===== src/rtl/mem_port_arbiter_if.sv =====
// ============================================================================
// Module  : mem_port_arbiter_if
// Brief   : Fetch/data request, completion and memory handshake bundle.
// Revision: 1.0 - initial release
// ============================================================================
`default_nettype none

interface mem_port_arbiter_if;
  logic        if_req;
  logic [15:0] if_addr;
  logic        if_done;
  logic [15:0] if_rdata;
  logic        d_req;
  logic        d_wr;
  logic [15:0] d_addr;
  logic [15:0] d_wdata;
  logic        d_done;
  logic [15:0] d_rdata;
  logic        err;
  logic        stall_if;
  logic        stall_mem;
  logic        mem_en;
  logic        mem_wr;
  logic [15:0] mem_addr;
  logic [15:0] mem_wdata;
  logic [15:0] mem_rdata;
  logic        mem_done;

  modport slave (
    input  if_req, if_addr, d_req, d_wr, d_addr, d_wdata, mem_rdata, mem_done,
    output if_done, if_rdata, d_done, d_rdata, err, stall_if, stall_mem,
           mem_en, mem_wr, mem_addr, mem_wdata
  );

  modport master (
    output if_req, if_addr, d_req, d_wr, d_addr, d_wdata, mem_rdata, mem_done,
    input  if_done, if_rdata, d_done, d_rdata, err, stall_if, stall_mem,
           mem_en, mem_wr, mem_addr, mem_wdata
  );
endinterface

`default_nettype wire


===== src/rtl/mem_port_arbiter.sv =====
// ============================================================================
// Module  : mem_port_arbiter
// Brief   : Fetch/data arbiter for a single-ported memory, one access in flight.
// Revision: 1.0 - initial release
// ============================================================================
`default_nettype none

module mem_port_arbiter #(
  parameter int STARVE_LIMIT = 2,
  parameter int TIMEOUT      = 64
) (
  input  wire logic          clk,
  input  wire logic          rst,
  mem_port_arbiter_if.slave  bus
);

  localparam logic [1:0] c_IDLE  = 2'd0;
  localparam logic [1:0] c_ISSUE = 2'd1;
  localparam logic [1:0] c_WAIT  = 2'd2;
  localparam logic [1:0] c_RESP  = 2'd3;

  localparam int c_SW = ($clog2(STARVE_LIMIT + 1) < 1) ? 1 : $clog2(STARVE_LIMIT + 1);
  localparam int c_TW = ($clog2(TIMEOUT) < 1) ? 1 : $clog2(TIMEOUT);
  localparam logic [c_SW-1:0] c_STARVE_MAX = c_SW'(STARVE_LIMIT);
  localparam logic [c_TW-1:0] c_TMO_LAST   = c_TW'(TIMEOUT - 1);

  logic [1:0]      r_state;
  logic            r_id_d;
  logic            r_wr;
  logic [15:0]     r_addr;
  logic [15:0]     r_wdata;
  logic [15:0]     r_rdata;
  logic            r_err;
  logic [c_SW-1:0] r_starve;
  logic [c_TW-1:0] r_tmo;

  logic            w_grant_d;
  logic            w_grant_i;
  logic [15:0]     w_addr;
  logic            w_tmo_hit;
  logic            w_resp;
  logic            w_if_done;
  logic            w_d_done;

  // Data wins ties unless fetch has already been passed over STARVE_LIMIT times.
  always_comb begin
    w_grant_d = bus.d_req & (~bus.if_req | (r_starve != c_STARVE_MAX));
    w_grant_i = bus.if_req & ~w_grant_d;
    w_addr    = w_grant_d ? bus.d_addr : bus.if_addr;
    w_tmo_hit = (r_tmo == c_TMO_LAST);
  end

  always_ff @(posedge clk) begin
    if (rst) begin
      r_state  <= c_IDLE;
      r_id_d   <= 1'b0;
      r_wr     <= 1'b0;
      r_addr   <= 16'h0000;
      r_wdata  <= 16'h0000;
      r_rdata  <= 16'h0000;
      r_err    <= 1'b0;
      r_starve <= '0;
      r_tmo    <= '0;
    end else begin
      case (r_state)
        c_IDLE: begin
          if (w_grant_d || w_grant_i) begin
            r_id_d  <= w_grant_d;
            r_wr    <= w_grant_d & bus.d_wr;
            r_addr  <= w_addr;
            r_wdata <= w_grant_d ? bus.d_wdata : 16'h0000;
            if (w_grant_d && bus.if_req) begin
              if (r_starve != c_STARVE_MAX) r_starve <= r_starve + 1'b1;
            end else begin
              r_starve <= '0;
            end
            // Misaligned accesses never reach the memory.
            if (w_addr[0]) begin
              r_state <= c_RESP;
              r_err   <= 1'b1;
              r_rdata <= 16'h0000;
            end else begin
              r_state <= c_ISSUE;
            end
          end
        end
        c_ISSUE: begin
          r_tmo   <= '0;
          r_state <= c_WAIT;
        end
        c_WAIT: begin
          if (bus.mem_done) begin
            r_rdata <= r_wr ? 16'h0000 : bus.mem_rdata;
            r_err   <= 1'b0;
            r_state <= c_RESP;
          end else if (w_tmo_hit) begin
            r_rdata <= 16'h0000;
            r_err   <= 1'b1;
            r_state <= c_RESP;
          end else begin
            r_tmo <= r_tmo + 1'b1;
          end
        end
        default: begin
          r_err   <= 1'b0;
          r_state <= c_IDLE;
        end
      endcase
    end
  end

  assign w_resp    = (r_state == c_RESP);
  assign w_if_done = w_resp & ~r_id_d;
  assign w_d_done  = w_resp & r_id_d;

  assign bus.if_done   = w_if_done;
  assign bus.d_done    = w_d_done;
  assign bus.if_rdata  = w_if_done ? r_rdata : 16'h0000;
  assign bus.d_rdata   = w_d_done ? r_rdata : 16'h0000;
  assign bus.err       = w_resp & r_err;
  assign bus.stall_if  = bus.if_req & ~w_if_done;
  assign bus.stall_mem = bus.d_req & ~w_d_done;
  assign bus.mem_en    = (r_state == c_ISSUE);
  assign bus.mem_wr    = r_wr;
  assign bus.mem_addr  = r_addr;
  assign bus.mem_wdata = r_wdata;

endmodule

`default_nettype wire


===== src/flat_wrapper.sv =====
// flat-port wrapper written by rule: the top's interface ports become plain ports
module mem_port_arbiter_flat 
#(
  parameter int STARVE_LIMIT = 2,
  parameter int TIMEOUT      = 64
)
  (clk, rst, bus_if_req, bus_if_addr, bus_d_req, bus_d_wr, bus_d_addr, bus_d_wdata, bus_mem_rdata, bus_mem_done, bus_if_done, bus_if_rdata, bus_d_done, bus_d_rdata, bus_err, bus_stall_if, bus_stall_mem, bus_mem_en, bus_mem_wr, bus_mem_addr, bus_mem_wdata);
  mem_port_arbiter_if bus_i ();
  input  wire logic clk;
  input  wire logic rst;
  input wire logic [$bits(bus_i.if_req)-1:0] bus_if_req;
  input wire logic [$bits(bus_i.if_addr)-1:0] bus_if_addr;
  input wire logic [$bits(bus_i.d_req)-1:0] bus_d_req;
  input wire logic [$bits(bus_i.d_wr)-1:0] bus_d_wr;
  input wire logic [$bits(bus_i.d_addr)-1:0] bus_d_addr;
  input wire logic [$bits(bus_i.d_wdata)-1:0] bus_d_wdata;
  input wire logic [$bits(bus_i.mem_rdata)-1:0] bus_mem_rdata;
  input wire logic [$bits(bus_i.mem_done)-1:0] bus_mem_done;
  output wire logic [$bits(bus_i.if_done)-1:0] bus_if_done;
  output wire logic [$bits(bus_i.if_rdata)-1:0] bus_if_rdata;
  output wire logic [$bits(bus_i.d_done)-1:0] bus_d_done;
  output wire logic [$bits(bus_i.d_rdata)-1:0] bus_d_rdata;
  output wire logic [$bits(bus_i.err)-1:0] bus_err;
  output wire logic [$bits(bus_i.stall_if)-1:0] bus_stall_if;
  output wire logic [$bits(bus_i.stall_mem)-1:0] bus_stall_mem;
  output wire logic [$bits(bus_i.mem_en)-1:0] bus_mem_en;
  output wire logic [$bits(bus_i.mem_wr)-1:0] bus_mem_wr;
  output wire logic [$bits(bus_i.mem_addr)-1:0] bus_mem_addr;
  output wire logic [$bits(bus_i.mem_wdata)-1:0] bus_mem_wdata;
  assign bus_i.if_req = bus_if_req;
  assign bus_i.if_addr = bus_if_addr;
  assign bus_i.d_req = bus_d_req;
  assign bus_i.d_wr = bus_d_wr;
  assign bus_i.d_addr = bus_d_addr;
  assign bus_i.d_wdata = bus_d_wdata;
  assign bus_i.mem_rdata = bus_mem_rdata;
  assign bus_i.mem_done = bus_mem_done;
  assign bus_if_done = bus_i.if_done;
  assign bus_if_rdata = bus_i.if_rdata;
  assign bus_d_done = bus_i.d_done;
  assign bus_d_rdata = bus_i.d_rdata;
  assign bus_err = bus_i.err;
  assign bus_stall_if = bus_i.stall_if;
  assign bus_stall_mem = bus_i.stall_mem;
  assign bus_mem_en = bus_i.mem_en;
  assign bus_mem_wr = bus_i.mem_wr;
  assign bus_mem_addr = bus_i.mem_addr;
  assign bus_mem_wdata = bus_i.mem_wdata;
  mem_port_arbiter #(.STARVE_LIMIT(STARVE_LIMIT), .TIMEOUT(TIMEOUT)) u_core (.clk(clk), .rst(rst), .bus(bus_i));
endmodule

===== config.mk =====
export PLATFORM = sky130hd
export DESIGN_NAME = mem_port_arbiter_flat
export DESIGN_NICKNAME = d
export VERILOG_FILES = /design/src/rtl/mem_port_arbiter_if.sv /design/src/rtl/mem_port_arbiter.sv /design/src/flat_wrapper.sv
export SDC_FILE = /design/constraint.sdc
export NUM_CORES = 1
export LEC_CHECK = 0
export ABC_AREA = 1
export CAP_MARGIN = 20
export CORE_AREA = 5 5 99 101
export CTS_CLUSTER_DIAMETER = 30
export DETAILED_ROUTE_END_ITERATION = 12
export DIE_AREA = 0 0 104 106
export HOLD_SLACK_MARGIN = 0.03
export PLACE_DENSITY = 0.65
export SYNTH_ARGS = -nofsm -noshare
export SYNTH_HDL_FRONTEND = slang
export SYNTH_SLANG_ARGS = --single-unit

===== constraint.sdc =====
create_clock -name clk -period 2.05 [get_ports clk]
set_input_delay 0.41 -clock clk [delete_from_list [all_inputs] [get_ports clk]]
set_output_delay 0.41 -clock clk [all_outputs]
set_load 0.05 [all_outputs]

==> flow_summary.yaml <==
outcome:
  status: "completed"
cells_and_area:
  finalNetCount: 657
  final_cells: 694
  diodes: 0
  finalInstanceArea_sq_um: 5211
  syn2layout_area_growth_pct: 74.93
  layout-drive-gt1-share: 0.1681
global_routing:
  grt_use_total: 0.1605
  first_global_vias: 3109
  overflow: 0
  grt_pass1_wl_microns: 14850
  antenna_found_initial: 0
  grt_max_degree: 34
cts:
  hold_buffers: 0
  cts_made_buffers: 9
  h-tree-depth: 3
  cts_num_sinks: 61
  clk_pin_slew_ns: 0.07
  cts_buffer_depth: 2
  cts_tree: "done"
  root_buffer: "clkbuf_8"
  clock_latency_ns: 0.33
logic_synthesis:
  syn_nets: 514
  synth_seq_cells: 61
  yosysWarnings: 0
  yosysUniqueCellTypes: 27
  ys_seq_area_frac: 0.4099
  synth_top_family_by_area: "simple AND/OR/NAND/NOR gates"
  synth_mux_area_frac: 0
  syn_area_sq_um: 2979
  synthCells: 436
  synth_xor_area_frac: 0
  synth-simple-area-share: 0.3377
  synth_compound_area_frac: 0.1331
  synth_adder_area_share: 0.03360
  synth.avg_cell_area_sq_um: 6.833
sta:
  fin_skew_ns: 0.007966
  rsz0062_at_grt: "no"
  setup_viol: 0
  max_freq_mhz: 506.9
  hold_violations: 0
  setup_ws_ns: 0.07716
  setup-tns-final_ns: 0
  drv_slew: 0
  fin_crit_ns: 1.973
  final.period_utilization: 0.9624
  tightest_slew_ns: 0.5538
  slew_headroom: 0.6296
floorplanning:
  die_x_microns: 104
  initial_core_util: 0.3335
  rows: 35
  die_y_microns: 106
  core_sq_um: 8934
  io_pins: 141
  fp.dieArea_sq_um: 11020
routing:
  totalWireLength_microns: 8818
  firstDrtPassIters: 4
  detail_route.iter0.violations: 72
  vias_per_cell: 4.630
  vias: 3213
  drc: 0
  wl_per_cell_microns: 12.71
  antenna_left: 0
placed_design:
  dp.cells: 678
  portBuffers: 140
  place_ws_ns: 0.03390
  dpl_cell_area_sq_um: 4979
  dpl.hpwl_microns: 6743
  gp_congestion: 0.7761
power:
  leakagePower_nw: 2.059
  power_frac_comb: 0.520
  ir_drop_mv: 0.6468
  powerDensity_nw_per_um2: 1103
  power.total_mw: 5.746
  seq_power_share: 0.293
  power.internal_mw: 3.206
  p_switching_mw: 2.541
  p_sw_frac: 0.4421
  p_clk_frac: 0.188
worst_setup_path:
  critPathRequiredTime_ns: 1.64
  crit_fanout: 3
  critPathMaxStageDelay_ns: 0.86
  crit_arrival_ns: 1.56
  path_delay_family: "buffers and inverters"
  crit_chain: "clkdlybuf4s50_1"
  cp-end-kind: "output port"
  criticalPathCategory: "flip-flop to output port"
  startpoint_type: "flip-flop"
  cp_slowest_cell: "clkdlybuf4s50_1"
  path_buf_inv: 1
job:
  maxCapViolations: 0
min_path:
  hold_path_class: "flip-flop to flip-flop"
==> power by group through the flow <==
stage	registers (mW)	logic [mW]	clock network [mW]
after floorplan	2.29	1.44	0
after global placement	1.67	2.94	0
after detailed placement	1.68	2.98	0
after CTS	1.67	3.01	1.10
after global routing	1.72	3.25	1.17
final	1.68	2.99	1.08
==> metrics by stage <==
step             util  hold WS (ns)
3_5_place_dp   0.5573        0.4574
2_1_floorplan       -        0.4540
4_1_cts        0.5812        0.4684
3_3_place_gp   0.5573        0.4503
6_report       0.5833        0.4689
5_1_grt        0.5833        0.4825
==> cells in the mapped netlist (all sizes together) <==
cell type  instances  area [sq um]
nand3             24         130.1
nor3b              5         37.54
ha                 8         100.1
o21ai             19         106.4
inv               33         123.9
nor3               2         10.01
clkbuf            13         48.80
dfxtp             61          1221
a31oi             16         100.1
buf               10         75.07
o21a               1         7.510
nor2              79         321.6
o21bai             5         37.54
nand2            129         506.7
a21oi             29         145.1
clkinv             2         7.510
==> per-layer routing <==
| layer | global-route usage | vias up | wire length, microns |
|---|---|---|---|
| met5 | 0 | - | 0 |
| met4 | 0.04533 | 0 | 73 |
| met3 | 0.07407 | 6 | 900 |
| met2 | 0.2523 | 123 | 3951 |
| met1 | 0.1976 | 1415 | 3893 |
| li1 | - | 1669 | - |
==> what timing repair did <==
action / 4_1_cts / 5_1_grt
pin swaps: 1 / 0
setup endpoints to repair: 17 / 13
gates resized for setup: 4 / 4
buffers inserted: 1 / 0
==> state kept, by name (all words and copies together), names as in the netlist, 2 cells and up <==
register / count
u_core.bus.mem_addr: 16
u_core.bus.mem_wdata: 16
u_core.r_rdata: 16
u_core.r_starve: 2
u_core.r_state: 2
u_core.r_tmo: 6
==> final cells by class <==
cell class | count | area, sq um
multi-input combinational | 317 | 1600
inverter | 35 | 133.9
fill | 838 | 3722
clock inverter | 4 | 47.55
clock buffer | 11 | 151.4
tap | 111 | 138.9
sequential | 61 | 1229
timing repair buffer | 155 | 1911
==> cells by family after synthesis <==
| kind of cell | Yosys count |
|---|---|
| and+or+nand+nor | 239 |
| buffers and inverters | 58 |
| adders and majority gates | 8 |
| AOI/OAI and AO/OA | 70 |
| DFF | 61 |
==> final timing paths <==
path                                                            from                              endpoint  slack (ns)  cells past startpoint
worst max-delay path                  u_core.bus.mem_wr$_SDFFE_PP0P_                            bus_mem_wr        0.08                      1
worst min-delay path            u_core.bus.mem_wdata[8]$_SDFFE_PP0P_  u_core.bus.mem_wdata[8]$_SDFFE_PP0P_        0.47                      2
worst max register to register        u_core.r_state[0]$_SDFFE_PP0P_        u_core.r_rdata[2]$_SDFFE_PP0P_        0.20                      8
worst min register to register  u_core.bus.mem_wdata[8]$_SDFFE_PP0P_  u_core.bus.mem_wdata[8]$_SDFFE_PP0P_        0.47                      2
==> layout by cell type (no fill, tap or decap), drive strengths merged <==
cell,count
a21oi,29
a31oi,16
buf,53
bufinv,1
clkbuf,11
clkdlybuf4s50,102
clkinv,4
clkinvlp,1
dfxtp,61
ha,8
inv,33
nand2,129
nand3,24
nor2,79
nor3,2
nor3b,5
o21a,1
o21ai,19
o21bai,5
(Power assumes the default switching activity.)
